[src/rtl/l2_wb_arbiter.sv]
// l2_wb_arbiter: shares the single L2 request port between the icache miss path and the
// dcache miss/write-back path, with a one-entry write-back buffer.
//
// Dirty-line evictions are parked in the buffer and acknowledged at once. The buffer
// drains to L2 only when no read is waiting. Reads that hit the buffered line are served
// from the buffer, so L2 is never read while it still holds stale data for that line.
//
// Ports:
//   clk, rst_n             clock, asynchronous active-low reset
//   iread/iaddress         icache line read request (held until iresp)
//   iresp/i_rdata          one-cycle read response to icache
//   dread/dwrite/daddress  dcache line read / write-back request (held until dresp)
//   wdata                  dcache write-back line
//   dresp/d_rdata          one-cycle response to dcache (read data or write accepted)
//   mem_read/mem_write     L2 strobes, never both high
//   mem_address/mem_wdata  L2 line address (offset bits zero) and write data
//   mem_rdata/mem_resp     L2 read data and completion pulse
module l2_wb_arbiter #(
    parameter int unsigned ADDR_W = 32,
    parameter int unsigned LINE_W = 256,
    parameter int unsigned OFF_W  = 5
) (
    input  logic              clk,
    input  logic              rst_n,
    input  logic              iread,
    input  logic [ADDR_W-1:0] iaddress,
    output logic              iresp,
    output logic [LINE_W-1:0] i_rdata,
    input  logic              dread,
    input  logic              dwrite,
    input  logic [ADDR_W-1:0] daddress,
    input  logic [LINE_W-1:0] wdata,
    output logic              dresp,
    output logic [LINE_W-1:0] d_rdata,
    output logic              mem_read,
    output logic              mem_write,
    output logic [ADDR_W-1:0] mem_address,
    output logic [LINE_W-1:0] mem_wdata,
    input  logic [LINE_W-1:0] mem_rdata,
    input  logic              mem_resp
);

    localparam logic [ADDR_W-1:0] OffMask = ADDR_W'((64'd1 << OFF_W) - 64'd1);

    typedef enum logic [2:0] {
        StIdle, StIrd, StDrd, StDrain, StFwdI, StFwdD, StWack, StDone
    } state_e;

    state_e            state_q, state_d;
    logic [ADDR_W-1:0] addr_q, addr_d;          // line-aligned address of the granted read
    logic              buf_valid_q, buf_valid_d;
    logic [ADDR_W-1:0] buf_addr_q, buf_addr_d;  // always line-aligned
    logic [LINE_W-1:0] buf_data_q, buf_data_d;

    logic [ADDR_W-1:0] iaddr_line, daddr_line;
    logic              match_i, match_d;

    assign iaddr_line = iaddress & ~OffMask;
    assign daddr_line = daddress & ~OffMask;
    assign match_i    = buf_valid_q && (iaddr_line == buf_addr_q);
    assign match_d    = buf_valid_q && (daddr_line == buf_addr_q);

    // Next-state and buffer update. IDLE arbitration is a strict priority chain.
    always_comb begin
        state_d     = state_q;
        addr_d      = addr_q;
        buf_valid_d = buf_valid_q;
        buf_addr_d  = buf_addr_q;
        buf_data_d  = buf_data_q;
        case (state_q)
            StIdle: begin
                if (dread && match_d) begin
                    state_d = StFwdD;
                end else if (dread) begin
                    state_d = StDrd;
                    addr_d  = daddr_line;
                end else if (dwrite && (!buf_valid_q || match_d)) begin
                    // Empty buffer, or same line: capture (coalescing overwrites).
                    state_d     = StWack;
                    buf_valid_d = 1'b1;
                    buf_addr_d  = daddr_line;
                    buf_data_d  = wdata;
                end else if (dwrite) begin
                    // Different dirty line already parked: flush it, then retry the write.
                    state_d = StDrain;
                end else if (iread && match_i) begin
                    state_d = StFwdI;
                end else if (iread) begin
                    state_d = StIrd;
                    addr_d  = iaddr_line;
                end else if (buf_valid_q) begin
                    state_d = StDrain;
                end
            end
            StIrd, StDrd: begin
                if (mem_resp) state_d = StDone;
            end
            StDrain: begin
                if (mem_resp) begin
                    buf_valid_d = 1'b0;
                    state_d     = StIdle;
                end
            end
            StFwdI, StFwdD, StWack: state_d = StDone;
            // Dead cycle: a request still held during its response cycle is not re-granted.
            StDone: state_d = StIdle;
            default: state_d = StIdle;
        endcase
    end

    // Outputs decode the registered state; read data passes straight through from L2.
    always_comb begin
        iresp       = 1'b0;
        i_rdata     = '0;
        dresp       = 1'b0;
        d_rdata     = '0;
        mem_read    = 1'b0;
        mem_write   = 1'b0;
        mem_address = '0;
        mem_wdata   = '0;
        case (state_q)
            StIrd: begin
                mem_read    = 1'b1;
                mem_address = addr_q;
                if (mem_resp) begin
                    iresp   = 1'b1;
                    i_rdata = mem_rdata;
                end
            end
            StDrd: begin
                mem_read    = 1'b1;
                mem_address = addr_q;
                if (mem_resp) begin
                    dresp   = 1'b1;
                    d_rdata = mem_rdata;
                end
            end
            StDrain: begin
                mem_write   = 1'b1;
                mem_address = buf_addr_q;
                mem_wdata   = buf_data_q;
            end
            StFwdI: begin
                iresp   = 1'b1;
                i_rdata = buf_data_q;
            end
            StFwdD: begin
                dresp   = 1'b1;
                d_rdata = buf_data_q;
            end
            StWack: dresp = 1'b1;
            default: ;
        endcase
    end

    always_ff @(posedge clk or negedge rst_n) begin
        if (!rst_n) begin
            state_q     <= StIdle;
            addr_q      <= '0;
            buf_valid_q <= 1'b0;
            buf_addr_q  <= '0;
            buf_data_q  <= '0;
        end else begin
            state_q     <= state_d;
            addr_q      <= addr_d;
            buf_valid_q <= buf_valid_d;
            buf_addr_q  <= buf_addr_d;
            buf_data_q  <= buf_data_d;
        end
    end

endmodule

[config.mk]
export PLATFORM = sky130hd
export DESIGN_NAME = l2_wb_arbiter
export DESIGN_NICKNAME = d
export VERILOG_FILES = /design/src/rtl/l2_wb_arbiter.sv
export SDC_FILE = /design/constraint.sdc
export NUM_CORES = 1
export LEC_CHECK = 0
export ABC_AREA = 1
export CAP_MARGIN = 40
export CORE_AREA = 2 2 540 542
export DETAILED_ROUTE_END_ITERATION = 16
export DIE_AREA = 0 0 542 544
export SLEW_MARGIN = 20
export SYNTH_ARGS = -nofsm -noshare
export SYNTH_HDL_FRONTEND = slang
export SYNTH_SLANG_ARGS = --single-unit
[constraint.sdc]
create_clock -name clk -period 3.2 [get_ports clk]
set_input_delay 0.64 -clock clk [delete_from_list [all_inputs] [get_ports clk]]
set_output_delay 0.64 -clock clk [all_outputs]
set_load 0.05 [all_outputs]
==> results.sh, run 1 <==
export IMPL_status="finished with violations"
export IMPL_violations="negative setup slack"
export IMPL_cp_cell_sequence="nand2_4, nor2_4, clkinv_8, buf_12, buf_12, nor2_4, buf_12"
export IMPL_period_minus_slack_ns=3.32
export IMPL_critPathBufInv=4
export IMPL_core_area_mm2=0.289
export IMPL_synth_cells=2875
export IMPL_max_freq_mhz=301
export IMPL_crit_type="flip-flop to output pin"
export IMPL_vias=29500
export IMPL_relSlewSlack=0.358
export IMPL_r2r_start="buf_addr_q[9]"
export IMPL_yosysWarnings=0
export IMPL_yosysTopAreaCell="dfrtp_1"
export IMPL_worst_pin_slew_ns=0.963
export IMPL_cp_slowest_cell="dfrtp_2"
export IMPL_gp_congestion=0.944
export IMPL_cpPeakStageDelay_ns=0.46
export IMPL_drt_iter0_markers=2988
export IMPL_cp_startpoint="state_q[1]"
export IMPL_hp_class="flip-flop to flip-flop"
export IMPL_endpoint_kind="output pin"
export IMPL_cts_buffers=42
export IMPL_num_io_pins=1386
export IMPL_finalCritPeriodShare=1.04
export IMPL_arrival_ns=2.68
export IMPL_grt_pass1_wl_um=327000
export IMPL_worstSetupStartpointType="flip-flop"
export IMPL_grt_total_usage=0.174
export IMPL_crit_path_frequent_cell="buf_12"
export IMPL_slew_viol_final=0
export IMPL_worstPathRequired_ns=2.56
export IMPL_drc=0
export IMPL_die_width_um=542
export IMPL_grt_antenna_before_repair=231
export IMPL_vias_per_cell=3.63
export IMPL_die_height_um=544
export IMPL_start_util=0.0681
export IMPL_cts_tree="done"
export IMPL_io_buffer_count=1370
export IMPL_clkLatencyLatePin_ns=0.66
export IMPL_ys_seq_area_frac=0.399
export IMPL_drtAntennaViolNets=0
export IMPL_cts_clk_slew_worst_paths_ns=0.06
export IMPL_drv_cap=0
export IMPL_timing_rr_end="buf_data_q[24]"
export IMPL_synth_seq_cells=314
export IMPL_placedInstanceArea_mm2=0.0466
export IMPL_finalSetupTns_ns=-1.17
export IMPL_p_leak_nw=20.7
export IMPL_path_depth=7
export IMPL_dpl_hpwl_um=238000
export IMPL_path_max_fanout=52
export IMPL_yosysTopAreaCellShare=0.399
export IMPL_yosys_top_cells_area="dfrtp_1, o22ai_1, nor2_1"
export IMPL_fin_area_mm2=0.0504
export IMPL_irDropWorstVdd_uv=732
export IMPL_path_delay_family="buffers and inverters"
export IMPL_finalSetupViolCount=29
export IMPL_drtPass1Iterations=5
export IMPL_crit_path_end="mem_wdata[16]"
export IMPL_post_drt_wl_per_cell_um=33.5
export IMPL_syn_area_per_cell_um2=6.86
export IMPL_syn_cell_area_mm2=0.0197
export IMPL_skew_ns=0.0349
export IMPL_area_growth_syn_to_layout_pct=156
export IMPL_synth_cell_types=29
export IMPL_clk_path_buf_depth=3
export IMPL_htree_levels=2
export IMPL_ff2ff_path_depth=14
export IMPL_nets=4799
export IMPL_grt_max_degree=78
export IMPL_hold_violations=0
export IMPL_fp_row_count=198
export IMPL_cts_root_buf="clkbuf_16"
export IMPL_dieArea_mm2=0.295
export IMPL_wirelength_um=272000
export IMPL_fin_util=0.174
export IMPL_first_global_vias=26900
export IMPL_p_per_area_mw_per_mm2=1320
export IMPL_setup_slack_ns=-0.121
export IMPL_grt_setup_unrepaired="true"
export IMPL_clock_sinks=314
export IMPL_r2r_setup_slack_ns=0.72
export IMPL_drive_gt1_frac=0.311
export IMPL_grt_remaining_overflow=0
export IMPL_power_w=0.0664
==> worst min-delay path, cell delays in order, from the launching register on <==
cell and delay, ns:
dfrtp_1 0.34, nand2_1 0.05, nand2_1 0.05
==> timing repair <==
action / 4_1_cts / 5_1_grt
setup buffers: 9 / 7
setup endpoints to repair: 623 / 232
pin swaps: 4 / 4
hold buffers: 1 / 0
gates cloned: 4 / 7
endpoints found under the hold margin: 11 / 0
gates resized for setup: 222 / 128
==> metrics by stage <==
step                      instances  hold WS [ns]  worst slack [ns]
after CTS                      8035         0.451           -0.0887
after global placement         7943         0.457            0.0244
final                          8115         0.472            -0.121
after global routing           8074         0.492           -0.0843
after floorplan                2879         0.344           -0.0199
after detailed placement       7945         0.459            0.0573
==> report_power, final <==
part | switching (W) | total, W | internal (W)
clock network | 0.00223 | 0.00532 | 0.00309
registers | 0.000687 | 0.00645 | 0.00576
logic | 0.0343 | 0.0547 | 0.0204
==> synthesized netlist by cell type <==
cell type / n
a21oi_1: 273
a21oi_4: 1
a22o_1: 7
a31oi_1: 1
buf_1: 16
buf_2: 39
buf_4: 17
buf_6: 13
clkbuf_1: 169
clkinv_1: 1
conb_1: 1
dfrtp_1: 314
inv_1: 319
inv_2: 2
nand2_1: 462
nand2_2: 1
nand2b_1: 2
nand3_1: 39
nand4_1: 11
nand4_4: 1
nor2_1: 562
nor2_2: 2
nor3_1: 6
o21ai_0: 67
o21ai_1: 4
o22ai_1: 513
o31ai_1: 1
xnor2_1: 26
xor2_1: 5
==> placed cells by master, fill, tap and decap left out, types with 57 or more instances in the layout <==
cell type        Yosys  routed
a21oi_1            273     273
dfrtp_1            314     311
buf_4               17     113
o22ai_2              0     167
o22ai_1            513     338
nor2_2               2      57
nor2_1             562     479
nand2_1            462     458
buf_12               0     834
diode_2              0      66
clkdlybuf4s50_1      0     569
inv_1              319     317
==> registers in the layout (all words and copies together) (netlist names) <==
signal,count
addr_q,27
buf_addr_q,27
buf_data_q,256
buf_valid_q,1
state_q,3
==> final cells by class <==
type	count	area [um^2]
well taps	3800	4750
repair buffers	1548	23900
multi-input cells	1989	11100
flip-flops and latches	314	7860
fillers	32100	239000
inverters	322	1220
diodes	66	165
clock inverters	22	332
clock buffers	54	1170
==> per-layer routing <==
metal | wire length, um | part of all wire | vias up | global-route usage
met3 | 46200 | 0.17 | 532 | 0.125
met2 | 112000 | 0.41 | 2059 | 0.254
li1 | - | - | 12400 | -
met1 | 102000 | 0.38 | 14300 | 0.198
met4 | 9080 | 0.033 | 204 | 0.0476
met5 | 1660 | 0.0061 | - | 0.0143
==> cells by family after synthesis <==
logic type / Yosys count / share of synthesized area
DFF: 314 / 0.399
xor gates and xnor gates: 31 / 0.0138
buffers and inverters: 576 / 0.120
AOI/OAI and AO/OA: 867 / 0.255
and+or+nand+nor: 1086 / 0.213
other: 1 / 0.000190
==> worst min-delay path by stage <==
| stage | startpoint | endpoint | slack [ns] | cells past startpoint |
|---|---|---|---|---|
| global placement | addr_q[21] | addr_q[21] | 0.46 | 2 |
| CTS | wdata[189] | buf_data_q[189] | 0.45 | 3 |
| global route | addr_q[17] | addr_q[17] | 0.49 | 2 |
| detailed placement | addr_q[20] | addr_q[20] | 0.46 | 2 |
| floorplan | rst_n | addr_q[10] | 0.34 | 0 |
| finish | addr_q[16] | addr_q[16] | 0.47 | 2 |
(Power assumes the default switching activity.)
==> inputs of run 2 (changes only) <==
--- a/config.mk
+++ b/config.mk
@@ -7,9 +7,11 @@
 export LEC_CHECK = 0
 export ABC_AREA = 1
 export CAP_MARGIN = 40
-export CORE_AREA = 2 2 540 542
+export CORE_AREA = 2 2 533 535
+export CTS_CLUSTER_SIZE = 8
 export DETAILED_ROUTE_END_ITERATION = 16
-export DIE_AREA = 0 0 542 544
+export DIE_AREA = 0 0 535 537
+export SKIP_LAST_GASP = 1
 export SLEW_MARGIN = 20
 export SYNTH_ARGS = -nofsm -noshare
 export SYNTH_HDL_FRONTEND = slang
==> run 2 against run 1 <==
Against the previous run: the run still ends with negative setup slack left; utilization up 0.79 points; clock skew up 0.013 ns; register-to-register slack better by 0.02 ns; clock power increased by 1%; global-route usage grew 0.26 points; die area fell by 2.6%; non-clock buffer count is 12 lower; via count fell by 1.0%; critical path type unchanged; critical endpoint is now d_rdata[141]; highest routed layer unchanged.
==> results.sh, run 2 (synthesis gave the netlist of run 1 again) <==
export IMPL_status="finished with violations"
export IMPL_violations="negative setup slack"
export IMPL_grt_max_degree=98
export IMPL_p_per_area_mw_per_mm2=1300
export IMPL_nets=4795
export IMPL_max_freq_mhz=299
export IMPL_r2r_setup_slack_ns=0.74
export IMPL_grt_antenna_before_repair=219
export IMPL_cpPeakStageDelay_ns=0.54
export IMPL_grt_remaining_overflow=0
export IMPL_seqPwrFrac=0.096
export IMPL_wl_met2_um=111000
export IMPL_wl_met3_um=44900
export IMPL_min_from="addr_q[24]"
export IMPL_timing_rr_end="buf_data_q[101]"
export IMPL_cts_buffers=49
export IMPL_cts_root_buf="clkbuf_16"
export IMPL_cts_tree="done"
export IMPL_holdPathStages=2
export IMPL_num_io_pins=1386
export IMPL_setup_slack_ns=-0.141
export IMPL_drtAntennaViolNets=0
export IMPL_clkLatencyLatePin_ns=0.71
export IMPL_topRoutingLayerUsed="met5"
export IMPL_reg_top3="buf_data_q x256, addr_q x27, buf_addr_q x27"
export IMPL_ff2ff_path_depth=12
export IMPL_dp_cells=7881
export IMPL_htree_levels=2
export IMPL_gp_congestion=0.956
export IMPL_finalSetupTns_ns=-1.44
export IMPL_internal_power_w=0.0294
export IMPL_fp_row_count=195
export IMPL_final_cell_mix="buf_12, clkdlybuf4s50_1, nor2_1"
export IMPL_cp_slowest_cell="o22ai_1"
export IMPL_grt_setup_unrepaired="true"
export IMPL_period_minus_slack_ns=3.34
export IMPL_clk_path_buf_depth=3
export IMPL_slew_viol_final=0
export IMPL_worstSetupStartpointType="flip-flop"
export IMPL_drt_iter0_markers=2733
export IMPL_largest_reg_flops=256
export IMPL_relSlewSlack=0.304
export IMPL_fin_util=0.182
export IMPL_skew_ns=0.0476
export IMPL_drc=0
export IMPL_layout_commonest_cell="buf_12"
export IMPL_irDropWorstVdd_uv=769
export IMPL_endpoint_kind="output pin"
export IMPL_start_util=0.0701
export IMPL_area_growth_syn_to_layout_pct=160
export IMPL_largest_register="buf_data_q"
export IMPL_drive_gt1_frac=0.352
export IMPL_die_height_um=537
export IMPL_arrival_ns=2.70
export IMPL_path_max_fanout=72
export IMPL_dieArea_mm2=0.287
export IMPL_finalCritPeriodShare=1.04
export IMPL_sw_frac_of_total=0.560
export IMPL_grt_pass1_wl_um=323000
export IMPL_cts_clk_slew_worst_paths_ns=0.05
export IMPL_grt_total_usage=0.177
export IMPL_crit_type="flip-flop to output pin"
export IMPL_io_buffer_count=1370
export IMPL_hold_violations=0
export IMPL_clock_sinks=314
export IMPL_hp_class="flip-flop to flip-flop"
export IMPL_clkPwrFrac=0.081
export IMPL_dpl_hpwl_um=232000
export IMPL_switching_power_w=0.0374
export IMPL_drtPass1Iterations=5
export IMPL_first_global_vias=27000
export IMPL_hold_end="addr_q[24]"
export IMPL_worstPathRequired_ns=2.56
export IMPL_m1WireLength_um=102000
export IMPL_core_area_mm2=0.281
export IMPL_r2r_start="buf_addr_q[15]"
export IMPL_worst_pin_slew_ns=1.04
export IMPL_finalSetupViolCount=35
export IMPL_vias=29200
export IMPL_combinationalPowerShare=0.823
export IMPL_vias_per_cell=3.63
export IMPL_crit_path_frequent_cell="buf_12"
export IMPL_post_drt_wl_per_cell_um=33.5
export IMPL_p_leak_nw=21.1
export IMPL_die_width_um=535
export IMPL_wirelength_um=269000
export IMPL_cp_cell_sequence="buf_12, nor2_4, nand2_4, buf_12, o22ai_1, buf_12"
export IMPL_stdcell_count=8046
export IMPL_drv_cap=0
==> run 2: changes by cell type in the layout (fill, tap and decap cells not counted), sizes merged <==
cell | previous run | this run
diode | 66 | 72
clkinvlp | 5 | 0
clkinv | 9 | 7
buf | 971 | 957
bufbuf | 0 | 3
bufinv | 6 | 2
inv | 324 | 323
clkbuf | 60 | 65
==> run 2: per-layer routing <==
metal | GRT usage | vias up
li1 | - | 12400
met1 | 0.205 | 14100
met2 | 0.259 | 2032
met3 | 0.121 | 501
met4 | 0.0500 | 134
met5 | 0 | -
==> run 2: worst max path at each step <==
| stage | from | to | slack (ns) | cells after the start |
|---|---|---|---|---|
| floorplan | state_q[2] | mem_address[27] | -0.02 | 5 |
| global placement | daddress[11] | buf_data_q[15] | 0.12 | 13 |
| detailed placement | daddress[11] | buf_data_q[18] | 0.14 | 13 |
| CTS | state_q[0] | d_rdata[117] | -0.13 | 7 |
| global route | state_q[1] | d_rdata[130] | -0.10 | 6 |
| finish | state_q[1] | d_rdata[141] | -0.14 | 6 |
==> run 2: critical path: cells and delay by family (launching register included) <==
kind / cells / cell delay (ns)
AOI/OAI and AO/OA: 1 / 0.54
buffers and inverters: 3 / 0.49
DFF: 1 / 0.45
and+or+nand+nor: 2 / 0.17
==> run 2: area by class of cell <==
| cell class | count | area, um^2 |
|---|---|---|
| fillers | 31000 | 230000 |
| repair buffers | 1536 | 23600 |
| multi-input cells | 1989 | 12200 |
| flip-flops and latches | 314 | 7860 |
| well taps | 3743 | 4680 |
| clock buffers | 60 | 1310 |
| inverters | 322 | 1220 |
| diodes | 72 | 180 |
| clock inverters | 9 | 150 |
| repair inverters | 1 | 11.3 |
==> run 2: stage by stage <==
| step | hold WS [ns] | total power (W) | setup slack (ns) | instance area, um^2 |
|---|---|---|---|---|
| final | 0.471 | 0.0667 | -0.141 | 51200 |
| after global placement | 0.456 | 0.0580 | 0.121 | 46300 |
| after detailed placement | 0.459 | 0.0581 | 0.139 | 46300 |
| after CTS | 0.440 | 0.0656 | -0.134 | 49600 |
| after floorplan | 0.344 | 0.0290 | -0.0199 | 19700 |
| after global routing | 0.491 | 0.0688 | -0.100 | 51100 |
==> run 2: power by group through the flow <==
stage / combinational [W] / clock (W) / sequential [W]
finish: 0.0549 / 0.00539 / 0.00642
global route: 0.0565 / 0.00561 / 0.00662
CTS: 0.0536 / 0.00557 / 0.00642
detailed placement: 0.0516 / 0 / 0.00647
global placement: 0.0515 / 0 / 0.00643
floorplan: 0.0227 / 0 / 0.00632
==> run 2: repair_timing <==
item / CTS / global route
setup endpoints to repair: 662 / 486
resized for setup: 308 / 222
hold buffers: 1 / 0
endpoints found under the hold margin: 35 / 0
gates cloned: 5 / 6
pin swaps: 2 / 3
buffers inserted: 5 / 7
